<file path="config.mk">
export PLATFORM = sky130hd
export DESIGN_NAME = jt053244_dma
export DESIGN_NICKNAME = d
export VERILOG_FILES = /design/src/rtl/jt053244_pkg.sv /design/src/rtl/jt053244_dma_arb.sv /design/src/rtl/jt053244_dma.sv
export SDC_FILE = /design/constraint.sdc
export NUM_CORES = 1
export LEC_CHECK = 0
export ABC_AREA = 1
export CORE_ASPECT_RATIO = 1.1
export CORE_UTILIZATION = 45
export CTS_CLUSTER_DIAMETER = 50
export CTS_CLUSTER_SIZE = 40
export DETAILED_ROUTE_END_ITERATION = 8
export HOLD_SLACK_MARGIN = 0.08
export PLACE_DENSITY = 0.76
export SLEW_MARGIN = 20
export SYNTH_ARGS = -nofsm -noshare
export SYNTH_HDL_FRONTEND = slang
export SYNTH_SLANG_ARGS = --single-unit
</file>
<file path="constraint.sdc">
create_clock -name clk -period 2.2 [get_ports clk]
set_input_delay 0.33 -clock clk [delete_from_list [all_inputs] [get_ports clk]]
set_output_delay 0.33 -clock clk [all_outputs]
set_load 0.005 [all_outputs]
</file>
<file path="src/rtl/jt053244_pkg.sv">
// Shared types and constants for the jt053244 object-table DMA.
package jt053244_pkg;
    typedef enum logic [2:0] {IDLE, RD, CHK, COPY, FILL, DONE} state_t;
    localparam int ENABLE_BIT = 15;
    localparam int SUBW       = 2;
endpackage

</file>
<file path="src/rtl/jt053244_dma_arb.sv">
// Object RAM port sharing (CPU first) and the one-deep read return register.
module jt053244_dma_arb
    import jt053244_pkg::*;
#(
    parameter int OBJW = 7
) (
    input  logic                 clk,
    input  logic                 rst_n,
    input  logic                 cen,
    input  logic                 cpu_cs,
    input  logic                 cpu_we,
    input  logic [OBJW+SUBW-1:0] cpu_addr,
    input  logic                 dma_rd,
    input  logic [OBJW+SUBW-1:0] dma_addr,
    input  logic                 consume,
    input  logic [31:0]          src_dout,
    output logic [OBJW+SUBW-1:0] src_addr,
    output logic                 src_we,
    output logic                 issue,
    output logic                 rd_valid,
    output logic [31:0]          rd_data
);
    logic        rd_pend;
    logic        hold_v;
    logic [31:0] hold;

    assign src_addr = cpu_cs ? cpu_addr : dma_addr;
    assign src_we   = cpu_cs & cpu_we;
    assign issue    = dma_rd & ~cpu_cs;

    // Returning data is usable in its arrival cycle; hold only keeps it if not consumed then.
    assign rd_valid = rd_pend | hold_v;
    assign rd_data  = rd_pend ? src_dout : hold;

    always_ff @(posedge clk or negedge rst_n) begin
        if (!rst_n) begin
            rd_pend <= 1'b0;
            hold_v  <= 1'b0;
            hold    <= '0;
        end else if (cen) begin
            rd_pend <= issue;
            if (rd_pend) begin
                hold   <= src_dout;
                hold_v <= ~consume;
            end else if (consume) begin
                hold_v <= 1'b0;
            end
        end
    end
endmodule

</file>
<file path="src/rtl/jt053244_dma.sv">
// Copies enabled objects from object RAM into the scan buffer on vblank, clearing unused slots.
module jt053244_dma
    import jt053244_pkg::*;
#(
    parameter int OBJW = 7
) (
    input  logic            clk,
    input  logic            rst_n,
    input  logic            cen,
    input  logic            vs,
    input  logic            dma_trig,
    input  logic            cpu_cs,
    input  logic            cpu_we,
    input  logic [OBJW+1:0] cpu_addr,
    output logic [OBJW+1:0] src_addr,
    output logic            src_we,
    input  logic [31:0]     src_dout,
    output logic [OBJW+1:0] dst_addr,
    output logic            dst_we,
    output logic [31:0]     dst_din,
    output logic            busy,
    output logic            dma_done,
    output logic [OBJW:0]   obj_cnt,
    output state_t          fsm_state
);
    state_t            state, state_nxt;
    logic [OBJW-1:0]   src_obj, src_nxt;
    logic [OBJW-1:0]   dst_obj, dst_nxt;
    logic [SUBW-1:0]   sub, sub_nxt;
    logic              iss, iss_nxt;
    logic [OBJW:0]     cnt_tmp, tmp_nxt, cnt_nxt;
    logic              busy_nxt, done_nxt, we_nxt;
    logic [OBJW+1:0]   waddr_nxt;
    logic [31:0]       wdata_nxt;
    logic              armed, armed_nxt, vs_l;
    logic              dma_rd, consume, issue, rd_valid, start;
    logic [OBJW+1:0]   dma_addr;
    logic [31:0]       rd_data;

    assign fsm_state = state;
    assign start     = vs & ~vs_l & (armed | dma_trig) & (state == IDLE);

    jt053244_dma_arb #(.OBJW(OBJW)) u_arb (
        .clk      (clk),
        .rst_n    (rst_n),
        .cen      (cen),
        .cpu_cs   (cpu_cs),
        .cpu_we   (cpu_we),
        .cpu_addr (cpu_addr),
        .dma_rd   (dma_rd),
        .dma_addr (dma_addr),
        .consume  (consume),
        .src_dout (src_dout),
        .src_addr (src_addr),
        .src_we   (src_we),
        .issue    (issue),
        .rd_valid (rd_valid),
        .rd_data  (rd_data)
    );

    always_comb begin
        state_nxt = state;
        src_nxt   = src_obj;
        dst_nxt   = dst_obj;
        sub_nxt   = sub;
        iss_nxt   = iss;
        tmp_nxt   = cnt_tmp;
        cnt_nxt   = obj_cnt;
        busy_nxt  = busy;
        done_nxt  = 1'b0;
        we_nxt    = 1'b0;
        waddr_nxt = dst_addr;
        wdata_nxt = dst_din;
        armed_nxt = armed | dma_trig;
        dma_rd    = 1'b0;
        dma_addr  = {src_obj, sub};
        consume   = 1'b0;
        case (state)
            IDLE: if (start) begin
                armed_nxt = 1'b0;
                state_nxt = RD;
                src_nxt   = '0;
                dst_nxt   = '0;
                tmp_nxt   = '0;
                busy_nxt  = 1'b1;
            end
            RD: begin
                dma_rd   = 1'b1;
                dma_addr = {src_obj, SUBW'(0)};
                if (issue) state_nxt = CHK;
            end
            CHK: if (rd_valid) begin
                consume = 1'b1;
                if (rd_data[ENABLE_BIT]) begin
                    we_nxt    = 1'b1;
                    waddr_nxt = {dst_obj, SUBW'(0)};
                    wdata_nxt = rd_data;
                    dma_rd    = 1'b1;
                    dma_addr  = {src_obj, SUBW'(1)};
                    iss_nxt   = issue;
                    sub_nxt   = SUBW'(1);
                    state_nxt = COPY;
                end else begin
                    src_nxt   = src_obj + OBJW'(1);
                    state_nxt = (&src_obj) ? FILL : RD;
                end
            end
            COPY: if (!iss) begin
                // read for this sub-word was blocked by the CPU; retry it
                dma_rd   = 1'b1;
                dma_addr = {src_obj, sub};
                iss_nxt  = issue;
            end else if (rd_valid) begin
                consume   = 1'b1;
                we_nxt    = 1'b1;
                waddr_nxt = {dst_obj, sub};
                wdata_nxt = rd_data;
                if (sub != SUBW'(3)) begin
                    sub_nxt  = sub + SUBW'(1);
                    dma_rd   = 1'b1;
                    dma_addr = {src_obj, sub + SUBW'(1)};
                    iss_nxt  = issue;
                end else begin
                    src_nxt = src_obj + OBJW'(1);
                    dst_nxt = dst_obj + OBJW'(1);
                    tmp_nxt = cnt_tmp + (OBJW+1)'(1);
                    if (!(&src_obj))     state_nxt = RD;
                    else if (&dst_obj)   state_nxt = DONE;
                    else                 state_nxt = FILL;
                end
            end
            FILL: begin
                we_nxt    = 1'b1;
                waddr_nxt = {dst_obj, SUBW'(0)};
                wdata_nxt = 32'h0;
                dst_nxt   = dst_obj + OBJW'(1);
                if (&dst_obj) state_nxt = DONE;
            end
            DONE: begin
                busy_nxt  = 1'b0;
                done_nxt  = 1'b1;
                cnt_nxt   = cnt_tmp;
                state_nxt = IDLE;
            end
            default: state_nxt = IDLE;
        endcase
    end

    always_ff @(posedge clk or negedge rst_n) begin
        if (!rst_n) begin
            state    <= IDLE;
            src_obj  <= '0;
            dst_obj  <= '0;
            sub      <= '0;
            iss      <= 1'b0;
            cnt_tmp  <= '0;
            obj_cnt  <= '0;
            busy     <= 1'b0;
            dma_done <= 1'b0;
            dst_we   <= 1'b0;
            dst_addr <= '0;
            dst_din  <= '0;
            armed    <= 1'b0;
            vs_l     <= 1'b0;
        end else if (cen) begin
            state    <= state_nxt;
            src_obj  <= src_nxt;
            dst_obj  <= dst_nxt;
            sub      <= sub_nxt;
            iss      <= iss_nxt;
            cnt_tmp  <= tmp_nxt;
            obj_cnt  <= cnt_nxt;
            busy     <= busy_nxt;
            dma_done <= done_nxt;
            dst_we   <= we_nxt;
            dst_addr <= waddr_nxt;
            dst_din  <= wdata_nxt;
            armed    <= armed_nxt;
            vs_l     <= vs;
        end
    end
endmodule

</file>
After elaboration in Yosys (flattened, before gate mapping)
Index checks and enable logic that the tools add are counted.
- register bits: 116
- latch bits: 0
- RAM bits: 0
- ROM bits: 0
- input port bits: 48
- output and inout bits: 65
- word-level logic and storage cells: 142
- memories: 0
- add/subtract/negate cells: 4
- multiply operators: 0
- divide/modulo/power cells: 0
- $lt $le $gt $ge: 0
- equal/unequal tests: 16
- shift-type cells: 0
- muxes and demuxes: 75
- bitwise logic cells: 10
- reductions and logical operators: 20
- operators with widths (operator ; number):
    32-bit two-way mux ; 5
    32-bit one-hot mux with 3 select lines ; 1
    7-bit two-way mux ; 9
    9-bit two-way mux ; 5
    7-bit one-hot mux with 3 select lines ; 2
    8-bit two-way mux ; 4
    3-bit two-way mux ; 10
    9-bit one-hot mux with 3 select lines ; 1
    2-bit inequality test, second input constant ; 11
    7-bit AND reduction ; 3
    2-bit two-way mux ; 10
    1-bit two-way mux ; 19
    6-bit AND reduction ; 3
    8-bit one-hot mux with 2 select lines ; 1
    8-bit AND reduction ; 2
    3-bit one-hot mux with 5 select lines ; 1
    7-bit by 1-bit adder with 7-bit output, second input constant ; 2
    3-bit nonzero test ; 3
    8-bit by 1-bit adder with 8-bit output, second input constant ; 1
    2-bit nonzero test ; 4
    3-bit by 2-bit equality test with 1-bit output, second input constant ; 2
    3-bit equality test, second input constant ; 2
    1-bit one-hot mux with 2 select lines ; 3
    1-bit one-hot mux with 3 select lines ; 2
    11 further kinds ; 19

Logic depth before layout (Yosys ltp)
Gate-level depths: netlist of the first run.
- depth in word-level cells: 10
- mapped depth: 11
- mapped depth without buffers: 9

Modules after synthesis
A second synthesis of the first run with hierarchy kept.
- cell total of the unflattened synthesis: 773
- area total of the unflattened synthesis: 5982.0 um2
- modules (own cells, without submodules) (module ; instances ; cells each ; area an instance (um2) ; seq. area each (um2)):
    jt053244_dma ; 1 ; 520 ; 4052.6 ; 2052.0
    jt053244_dma_arb ; 1 ; 253 ; 1929.4 ; 850.8

Least setup slack after synthesis of the first run
No wires, ideal clock.
- kind: reg2reg
- start point: reg state[2], in the netlist fsm_state[2]
- end point: reg dst_din[0]
- library setup time: 0.117 ns
- arrival: 1.478 ns
- required time: 2.083 ns
- setup slack: 0.605 ns
- stages on the path, launching flop included: 11
- path buffers: 2
- clock period less this slack: 1.595 ns
- path through: dfrtp_1 > inv_2 > nand2_2 > nor2_1 > buf_6 > nor2_4 > nand2_1 > nand3_2 > buf_6 > nand2_1 > nand2_1
- cells in the longest elaborated chain, start to end: 3
- elaborated cells on any way between the ends: 10
- those cells by class: eq/ne: 7; mux: 1; reduce/logical: 2
- ends and longest elaborated chain (element ; RTL line ; source):
    start, declared ; jt053244_dma.sv:26 ; state_t state, state_nxt;
    start signal, assigned ; jt053244_dma.sv:166 ; state <= state_nxt;
    3-bit by 2-bit equality test with 1-bit output / 3-bit equality test (equally long branches) ; jt053244_dma.sv:78 ; case (state)
    2-bit inequality test (no source line) / 3-bit nonzero test (equally long branches) ; - ;
    6-bit AND reduction (no source line) ; - ;
    end signal, assigned ; jt053244_dma.sv:177 ; dst_din <= wdata_nxt;
    end, declared ; jt053244_dma.sv:20 ; output logic [31:0] dst_din,
Several ways; a longest one is shown, not always the timed one.
A chain may end at the register's enable or synchronous reset.

Final worst setup path of the first run
- start point: in cpu_cs
- end point: out src_addr[7]
- cells in the longest elaborated chain, start to end: 1
- ends and longest elaborated chain (element ; RTL line ; source):
    start, declared ; jt053244_dma.sv:12 ; input logic cpu_cs,
    9-bit two-way mux ; jt053244_dma_arb.sv:27 ; assign src_addr = cpu_cs ? cpu_addr : dma_addr;
    end, declared ; jt053244_dma.sv:15 ; output logic [OBJW+1:0] src_addr,
Every way passes these cells.

==> results.tsv, run 1 <==
stage	metric	value	unit
global_routing	initial_antenna_violation_count	0	
power_and_ir_drop	leakagePower	4.01	nW
timing	clock.fmax	485	MHz
yosys	yosysWarningCount	0	
placement	place_congestion	0.878	
die	io_pins	113	
timing	final_max_slew_viol_count	0	
worst_setup_path	critPathMaxStageDelay	0.56	ns
power_and_ir_drop	clkPwrFrac	31.2	%
power_and_ir_drop	power_frac_seq	34.4	%
global_routing	via_count_of_the_first_global_routing_pass	4950	
hold_path	worstHoldPathType	primary input to flop	
power_and_ir_drop	power.net_switching	3.17	mW
power_and_ir_drop	p_int	6.48	mW
power_and_ir_drop	switching_share	32.9	%
timing	layout_setup_ws	0.136	ns
detailed_routing	num_vias	5316	
detailed_routing	totalWireLength	14.0	mm
timing	grt_setup_unrepaired	no	
yosys	yosys_register_bits	116	
power_and_ir_drop	power_frac_comb	34.4	%
cells_and_area	areaGrowthSynthToFinish	36.1	%
detailed_routing	avgRoutedWirePerCell	13.3	um
yosys	synthCells	763	
die	initial_standard_cell_utilization_of_the_core	46.0	%
detailed_routing	dr.first_iter.drc_count	252	
worst_setup_path	crit_path_top_delay_cell	clkdlybuf4s50_1	
clocking	clock_insertion_delay_worst_skew	0.42	ns
yosys	synth.area.mux_share	0	%
global_routing	maximum_number_of_pins_on_one_net_before_global_route_repair	49	
run_status	result_of_the_run	finished, final reports clean	
worst_setup_path	end_kind	output port	
worst_setup_path	worst_setup_path_start_kind	primary input	
yosys	netlist_area	5770	um^2
placement	dp.cells	1016	
timing	setup-violations-final	0	
clocking	clock_sinks	116	
clocking	cts_htree_levels	4	
yosys	synth_top_family_by_area	simple AND/OR/NAND/NOR gates	
yosys	syn_avg_cell_area	7.56	um^2
clocking	clk_path_buf_depth	2	
yosys	area_fraction_in_compound_gates_after_synthesis	9.07	%
worst_setup_path	timing.critical_path.max_delay_family	buffers and inverters	
run	drv.max_cap_violation_count	0	
worst_setup_path	crit_arrival	1.73	ns
power_and_ir_drop	vdd_ir_drop_max	0.605	mV
yosys	synth_fp_nets	817	
die	coreArea	12500	um^2
timing	period_share	93.8	%
cells_and_area	fraction_of_layout_instances_using_a_drive_strength_above_1	9.91	%
worst_setup_path	list_of_cells_traversed_by_the_critical_path	clkdlybuf4s50_1 > buf_4 > nand2_1 > o21ai_0 > clkdlybuf4s50_1	
global_routing	global_route.usage.total	22.7	%
cells_and_area	finish.cell_count_without_fillers	1055	
timing	worst_margin_slew	0.619	ns
timing	clock_skew	0.0190	ns
yosys	post_synth_num_cell_types	26	
detailed_routing	drcViolationCount	0	
detailed_routing	drt-vias-per-instance	5.04	
clocking	path_clk_slew	0.05	ns
clocking	cts_root_buffer	clkbuf_16	
clocking	cts_made_buffers	17	
clocking	cts_tree	done	
yosys	synth_sequential_area_ratio	50.3	%
cells_and_area	utilization	62.7	%
timing	slew-limit-headroom	58.7	%
placement	setup_ws_pre_cts	0.0114	ns
yosys	synthAdderAreaFrac	1.30	%
worst_setup_path	timing_worst_setup_path_type	primary input to output port	
yosys	synthSimpleGateAreaFrac	30.5	%
die	chipHeight	121	um
global_routing	first_pass_grt_wire_length	23.1	mm
worst_setup_path	cp_max_fo	12	
worst_setup_path	critical_path.n_buffers_inverters	3	
timing	final-hold-violation-count	0	
die	chipWidth	110	um
timing	layout_min_cycle_time	2.06	ns
die	dieArea	13300	um^2
placement	numPortBuffers	112	
die	placementRows	43	
placement	post-dp-hpwl	9.26	mm
power_and_ir_drop	power_per_cell_area	1230	nW/um^2
global_routing	overflow	0	
detailed_routing	drt-pass1-iter-count	5	
cells_and_area	finish.net_count	940	
worst_setup_path	critPathRequiredTime	1.87	ns
cells_and_area	antennaDiodeCount	0	
worst_setup_path	critical-path-top-cell-by-count	clkdlybuf4s50_1	
detailed_routing	drtAntennaViolNets	0	
yosys	synth_xor_xnor_area_share	1.06	%
Yosys cell counts (all sizes together):
cell | instances | area [um^2]
a21oi | 6 | 30.0
a22oi | 1 | 7.51
buf | 14 | 100
clkbuf | 21 | 78.8
dfrtp | 116 | 2900
ha | 6 | 75.1
inv | 71 | 267
nand2 | 307 | 1160
nand3 | 32 | 165
nand3b | 1 | 7.51
nand4 | 34 | 213
nor2 | 48 | 208
nor3 | 1 | 5.00
o21ai | 97 | 485
or2 | 1 | 6.26
xnor2 | 1 | 8.76
xor2 | 6 | 52.6
worst paths after layout:
| check | start | end | slack, ns | cells past startpoint |
|---|---|---|---|---|
| setup / recovery | cpu_cs | src_addr[7] | 0.14 | 5 |
| hold / removal | cen | dst_din[24]$_DFFE_PN0P_ | 0.41 | 3 |
| setup reg to reg | fsm_state[0]$_DFFE_PN0P_ | dst_addr[6]$_DFFE_PN0P_ | 0.26 | 10 |
| hold reg to reg | dst_din[9]$_DFFE_PN0P_ | dst_din[9]$_DFFE_PN0P_ | 0.47 | 2 |
| max in group asynchronous | rst_n | fsm_state[1]$_DFFE_PN0P_ | 1.12 | 3 |
| min in group asynchronous | rst_n | obj_cnt[7]$_DFFE_PN0P_ | 0.44 | 2 |
metrics by stage:
stage / hold slack [ns] / setup TNS [ns] / power (mW) / area (um^2)
after global placement: 0.343 / 0 / 6.44 / 7110
after floorplan: 0.0344 / 0 / 5.05 / 5770
after CTS: 0.388 / -0.168 / 9.64 / 7810
final: 0.406 / 0 / 9.66 / 7850
after global routing: 0.411 / 0 / 10.3 / 7850
after detailed placement: 0.342 / 0 / 6.50 / 7110
area by class of cell:
type                    count  area [um^2]
well taps                 157          196
multi-input cells         541         2460
fillers                  1061         4680
flip-flops and latches    116         2910
clock buffers              21          470
inverters                  71          267
clock inverters            10          178
repair buffers            139         1380
cell usage in the layout (no fill, tap or decap), types with 3 or more instances in the layout:
| cell type | count |
|---|---|
| a21oi_1 | 6 |
| buf_12 | 5 |
| buf_4 | 22 |
| bufinv_16 | 5 |
| clkbuf_16 | 17 |
| clkbuf_8 | 3 |
| clkdlybuf4s50_1 | 108 |
| clkinv_2 | 4 |
| dfrtp_1 | 113 |
| dfrtp_2 | 3 |
| ha_1 | 6 |
| inv_1 | 63 |
| inv_2 | 8 |
| nand2_1 | 302 |
| nand2_2 | 5 |
| nand3_1 | 31 |
| nand4_1 | 34 |
| nor2_1 | 37 |
| nor2_2 | 6 |
| nor2_4 | 5 |
| o21ai_0 | 80 |
| o21ai_1 | 16 |
| xor2_1 | 6 |
state kept, by name, indices dropped and copies added (netlist names):
signal,flops
armed,1
busy,1
cnt_tmp,8
dma_done,1
dst_addr,9
dst_din,32
dst_obj,7
dst_we,1
fsm_state,3
iss,1
obj_cnt,8
src_obj,7
sub,2
u_arb.hold,32
u_arb.hold_v,1
u_arb.rd_pend,1
vs_l,1
cell families (layout without fill, tap and decap cells):
kind of cell,after synthesis,after routing
and+or+nand+nor,424,424
buffers and inverters,106,241
DFF,116,116
xor gates and xnor gates,7,7
AOI/OAI and AO/OA,104,104
adders and majority gates,6,6
worst register-to-register path, cell delays in order, from the launching register on:
cell	delay (ns)
dfrtp_2	0.47
inv_2	0.13
nand2_1	0.10
nor2_1	0.34
nor2_4	0.11
nand2_1	0.11
nand2_1	0.07
nor2_2	0.27
buf_4	0.19
nand2_1	0.05
nand2_1	0.06
metal layers:
layer  wire length (um)  global-route usage (%)
met2               6490                    36.1
met4                293                    9.83
met3                950                    6.15
met1               6290                    28.7
met5                  0                       0
power by group through the flow:
stage | combinational [mW] | sequential, mW | clock, mW
2_1_floorplan | 1.78 | 3.27 | 0
3_3_place_gp | 3.12 | 3.32 | 0
3_5_place_dp | 3.17 | 3.32 | 0
4_1_cts | 3.28 | 3.30 | 3.06
5_1_grt | 3.74 | 3.41 | 3.15
6_report | 3.32 | 3.32 | 3.02
what timing repair did:
item / CTS / global route
pin swaps: 1 / 1
buffers inserted: 5 / 2
endpoints found under the setup margin: 2 / 2
hold endpoints to repair: 36 / 0
hold buffers: 1 / 0
gates resized for setup: 7 / 13
Note: power is estimated with default switching activity, not from simulation.
==> inputs of run 2 (changes only) <==
- CORE_UTILIZATION: 45 -> 46
- PLACE_DENSITY: 0.76 -> 0.77
==> run 2 against run 1 <==
Wire length grew 1.2%. Worst setup slack lost 0.044 ns. First-iteration DRC count grew 45%. Sequential share of layout area grew 0.16 points.
==> results.tsv, run 2 (same netlist as run 1, synthesis figures left out) <==
stage	metric	value	unit	change
timing	worst_margin_slew	0.594	ns	was 0.619 ns
worst_setup_path	critPathMaxStageDelay	0.41	ns	was 0.56 ns
clocking	clock_sinks	116		unchanged
global_routing	first_pass_grt_wire_length	23.5	mm	was 23.1 mm
timing	final_max_slew_viol_count	0		unchanged
cells_and_area	areaGrowthSynthToFinish	35.5	%	was 36.1%
worst_setup_path	crit_path_top_delay_cell	dfrtp_1		was clkdlybuf4s50_1
power_and_ir_drop	vdd_ir_drop_max	0.611	mV	was 0.605 mV
power_and_ir_drop	clkPwrFrac	30.4	%	was 31.2%
power_and_ir_drop	power_frac_comb	34.6	%	was 34.4%
die	placementRows	42		was 43
worst_setup_path	end_kind	output port		unchanged
placement	dp.cells	1013		was 1016
die	dieArea	13000	um^2	was 13300 um^2
placement	post-dp-hpwl	9.37	mm	was 9.26 mm
die	initial_standard_cell_utilization_of_the_core	47.5	%	was 46.0%
clocking	clk_path_buf_depth	2		unchanged
worst_setup_path	crit_arrival	1.78	ns	was 1.73 ns
timing	final-hold-violation-count	0		unchanged
run	drv.max_cap_violation_count	0		unchanged
worst_setup_path	timing.critical_path.max_delay_family	buffers and inverters		unchanged
clocking	path_clk_slew	0.06	ns	was 0.05 ns
power_and_ir_drop	leakagePower	3.98	nW	was 4.01 nW
detailed_routing	drcViolationCount	0		unchanged
cells_and_area	largest_registers	dst_din x32, u_arb.hold x32, dst_addr x9		unchanged
timing	setup-violations-final	0		unchanged
cells_and_area	finish.net_count	939		was 940
clocking	clock_insertion_delay_worst_skew	0.42	ns	about the same
detailed_routing	totalWireLength	14.2	mm	was 14.0 mm
worst_setup_path	critical_path.n_buffers_inverters	4		was 3
cells_and_area	finish.cell_count_without_fillers	1052		was 1055
global_routing	initial_antenna_violation_count	0		unchanged
cells_and_area	antennaDiodeCount	0		unchanged
worst_setup_path	worst_setup_path_start_kind	flop		was primary input
worst_setup_path	critPathRequiredTime	1.87	ns	about the same
power_and_ir_drop	p_int	6.30	mW	was 6.48 mW
clocking	cts_htree_levels	4		unchanged
detailed_routing	drt-vias-per-instance	5.04		about the same
global_routing	maximum_number_of_pins_on_one_net_before_global_route_repair	63		was 49
placement	place_congestion	0.922		was 0.878
cells_and_area	fillCellCount	1030		was 1061
clocking	cts_made_buffers	17		unchanged
cells_and_area	commonest_non_fill_non_tap_cell_in_the_layout	nand2_1		unchanged
clocking	cts_tree	done		unchanged
run_status	result_of_the_run	finished, final reports clean		unchanged
global_routing	global_route.usage.total	23.3	%	was 22.7%
timing	clock.fmax	474	MHz	was 485 MHz
cells_and_area	design_area	7820	um^2	was 7850 um^2
timing	clock_skew	0.00731	ns	was 0.0190 ns
cells_and_area	fraction_of_layout_instances_using_a_drive_strength_above_1	9.58	%	was 9.91%
detailed_routing	avgRoutedWirePerCell	13.5	um	was 13.3 um
detailed_routing	drt-pass1-iter-count	5		unchanged
power_and_ir_drop	power_frac_seq	35.0	%	was 34.4%
die	chipHeight	119	um	was 121 um
power_and_ir_drop	switching_share	33.6	%	was 32.9%
clocking	cts_root_buffer	clkbuf_16		unchanged
detailed_routing	dr.first_iter.drc_count	365		was 252
global_routing	overflow	0		unchanged
cells_and_area	utilization	64.4	%	was 62.7%
power_and_ir_drop	power.net_switching	3.19	mW	was 3.17 mW
die	io_pins	113		unchanged
timing	layout_min_cycle_time	2.11	ns	was 2.06 ns
timing	slew-limit-headroom	60.4	%	was 58.7%
worst_setup_path	cp_max_fo	3		was 12
power_and_ir_drop	power_per_cell_area	1210	nW/um^2	was 1230 nW/um^2
global_routing	via_count_of_the_first_global_routing_pass	5043		was 4950
die	chipWidth	109	um	was 110 um
placement	dpl-instance-area	7110	um^2	about the same
detailed_routing	num_vias	5307		was 5316
hold_path	worstHoldPathType	primary input to async pin		was primary input to flop
worst_setup_path	list_of_cells_traversed_by_the_critical_path	inv_2 > nor2_4 > nand2_2 > nor2_2 > buf_4 > buf_4 > a21oi_1 > a21oi_1 > clkbuf_2		was clkdlybuf4s50_1 > buf_4 > nand2_1 > o21ai_0 > clkdlybuf4s50_1
detailed_routing	drtAntennaViolNets	0		unchanged
placement	numPortBuffers	112		unchanged
die	coreArea	12100	um^2	was 12500 um^2
worst_setup_path	timing_worst_setup_path_type	flop to output port		was primary input to output port
timing	period_share	95.8	%	was 93.8%
cells_and_area	layout_common_cells	300 x nand2_1, 114 x dfrtp_1, 109 x clkdlybuf4s50_1		was 302 x nand2_1, 113 x dfrtp_1, 108 x clkdlybuf4s50_1
run 2: cell types whose count changed in the layout (fill, tap and decap cells not counted), sizes merged:
cell and change:
buf -2, clkdlybuf4s50 +1, dlygate4sd2 +1, bufinv -2, dlymetal6s2s -1, clkbuf +3
run 2: area by class of cell:
type / instances / area [um^2] / area share [%]
flip-flops and latches: 116 / 2910 / 37.2
repair buffers: 138 / 1380 / 17.6
multi-input cells: 541 / 2450 / 31.4
inverters: 71 / 267 / 3.41
clock buffers: 24 / 502 / 6.42
clock inverters: 8 / 121 / 1.55
well taps: 154 / 193 / 2.47
run 2: metal layers:
layer  part of all wire (%)  GRT usage [%]  up-vias
met3                    6.1           6.24       31
met1                     44           29.9     2442
met2                     47           36.2      161
li1                       -              -     2673
met5                      0              0        -
met4                    2.5           11.1        0
run 2: final timing paths:
| path | start | end | slack, ns | cells past startpoint |
|---|---|---|---|---|
| min in group clk | dst_addr[7]$_DFFE_PN0P_ | dst_addr[7]$_DFFE_PN0P_ | 0.46 | 2 |
| min | rst_n | src_obj[3]$_DFFE_PN0P_ | 0.43 | 2 |
| max | fsm_state[1]$_DFFE_PN0P_ | src_addr[1] | 0.09 | 9 |
| max reg2reg | fsm_state[1]$_DFFE_PN0P_ | dst_addr[3]$_DFFE_PN0P_ | 0.26 | 11 |
| max in group asynchronous | rst_n | u_arb.hold[13]$_DFFE_PN0P_ | 1.16 | 3 |
| min reg2reg | dst_addr[7]$_DFFE_PN0P_ | dst_addr[7]$_DFFE_PN0P_ | 0.46 | 2 |
run 2: metrics by stage:
stage          TNS [ns]  total power, mW  hold slack, ns  setup WS [ns]
5_1_grt         -0.0220             10.1           0.484        -0.0220
6_report              0             9.49           0.431         0.0922
3_3_place_gp          0             6.41           0.348         0.0446
3_5_place_dp          0             6.49           0.346         0.0460
2_1_floorplan         0             5.05          0.0344          0.605
4_1_cts               0             9.48           0.447        0.00622
run 2: what timing repair did:
action	in CTS	in global routing
gates resized for setup	10	9
buffers inserted	5	1
pin swaps	3	2
endpoints found under the hold margin	36	0
endpoints found under the setup margin	2	2
hold buffers	1	0
run 2: power by group through the flow:
stage	clock network [mW]	registers, mW	logic (mW)
final	2.89	3.32	3.29
after global routing	3.02	3.40	3.71
after CTS	2.92	3.30	3.26
after detailed placement	0	3.32	3.17
after global placement	0	3.30	3.12
after floorplan	0	3.27	1.78
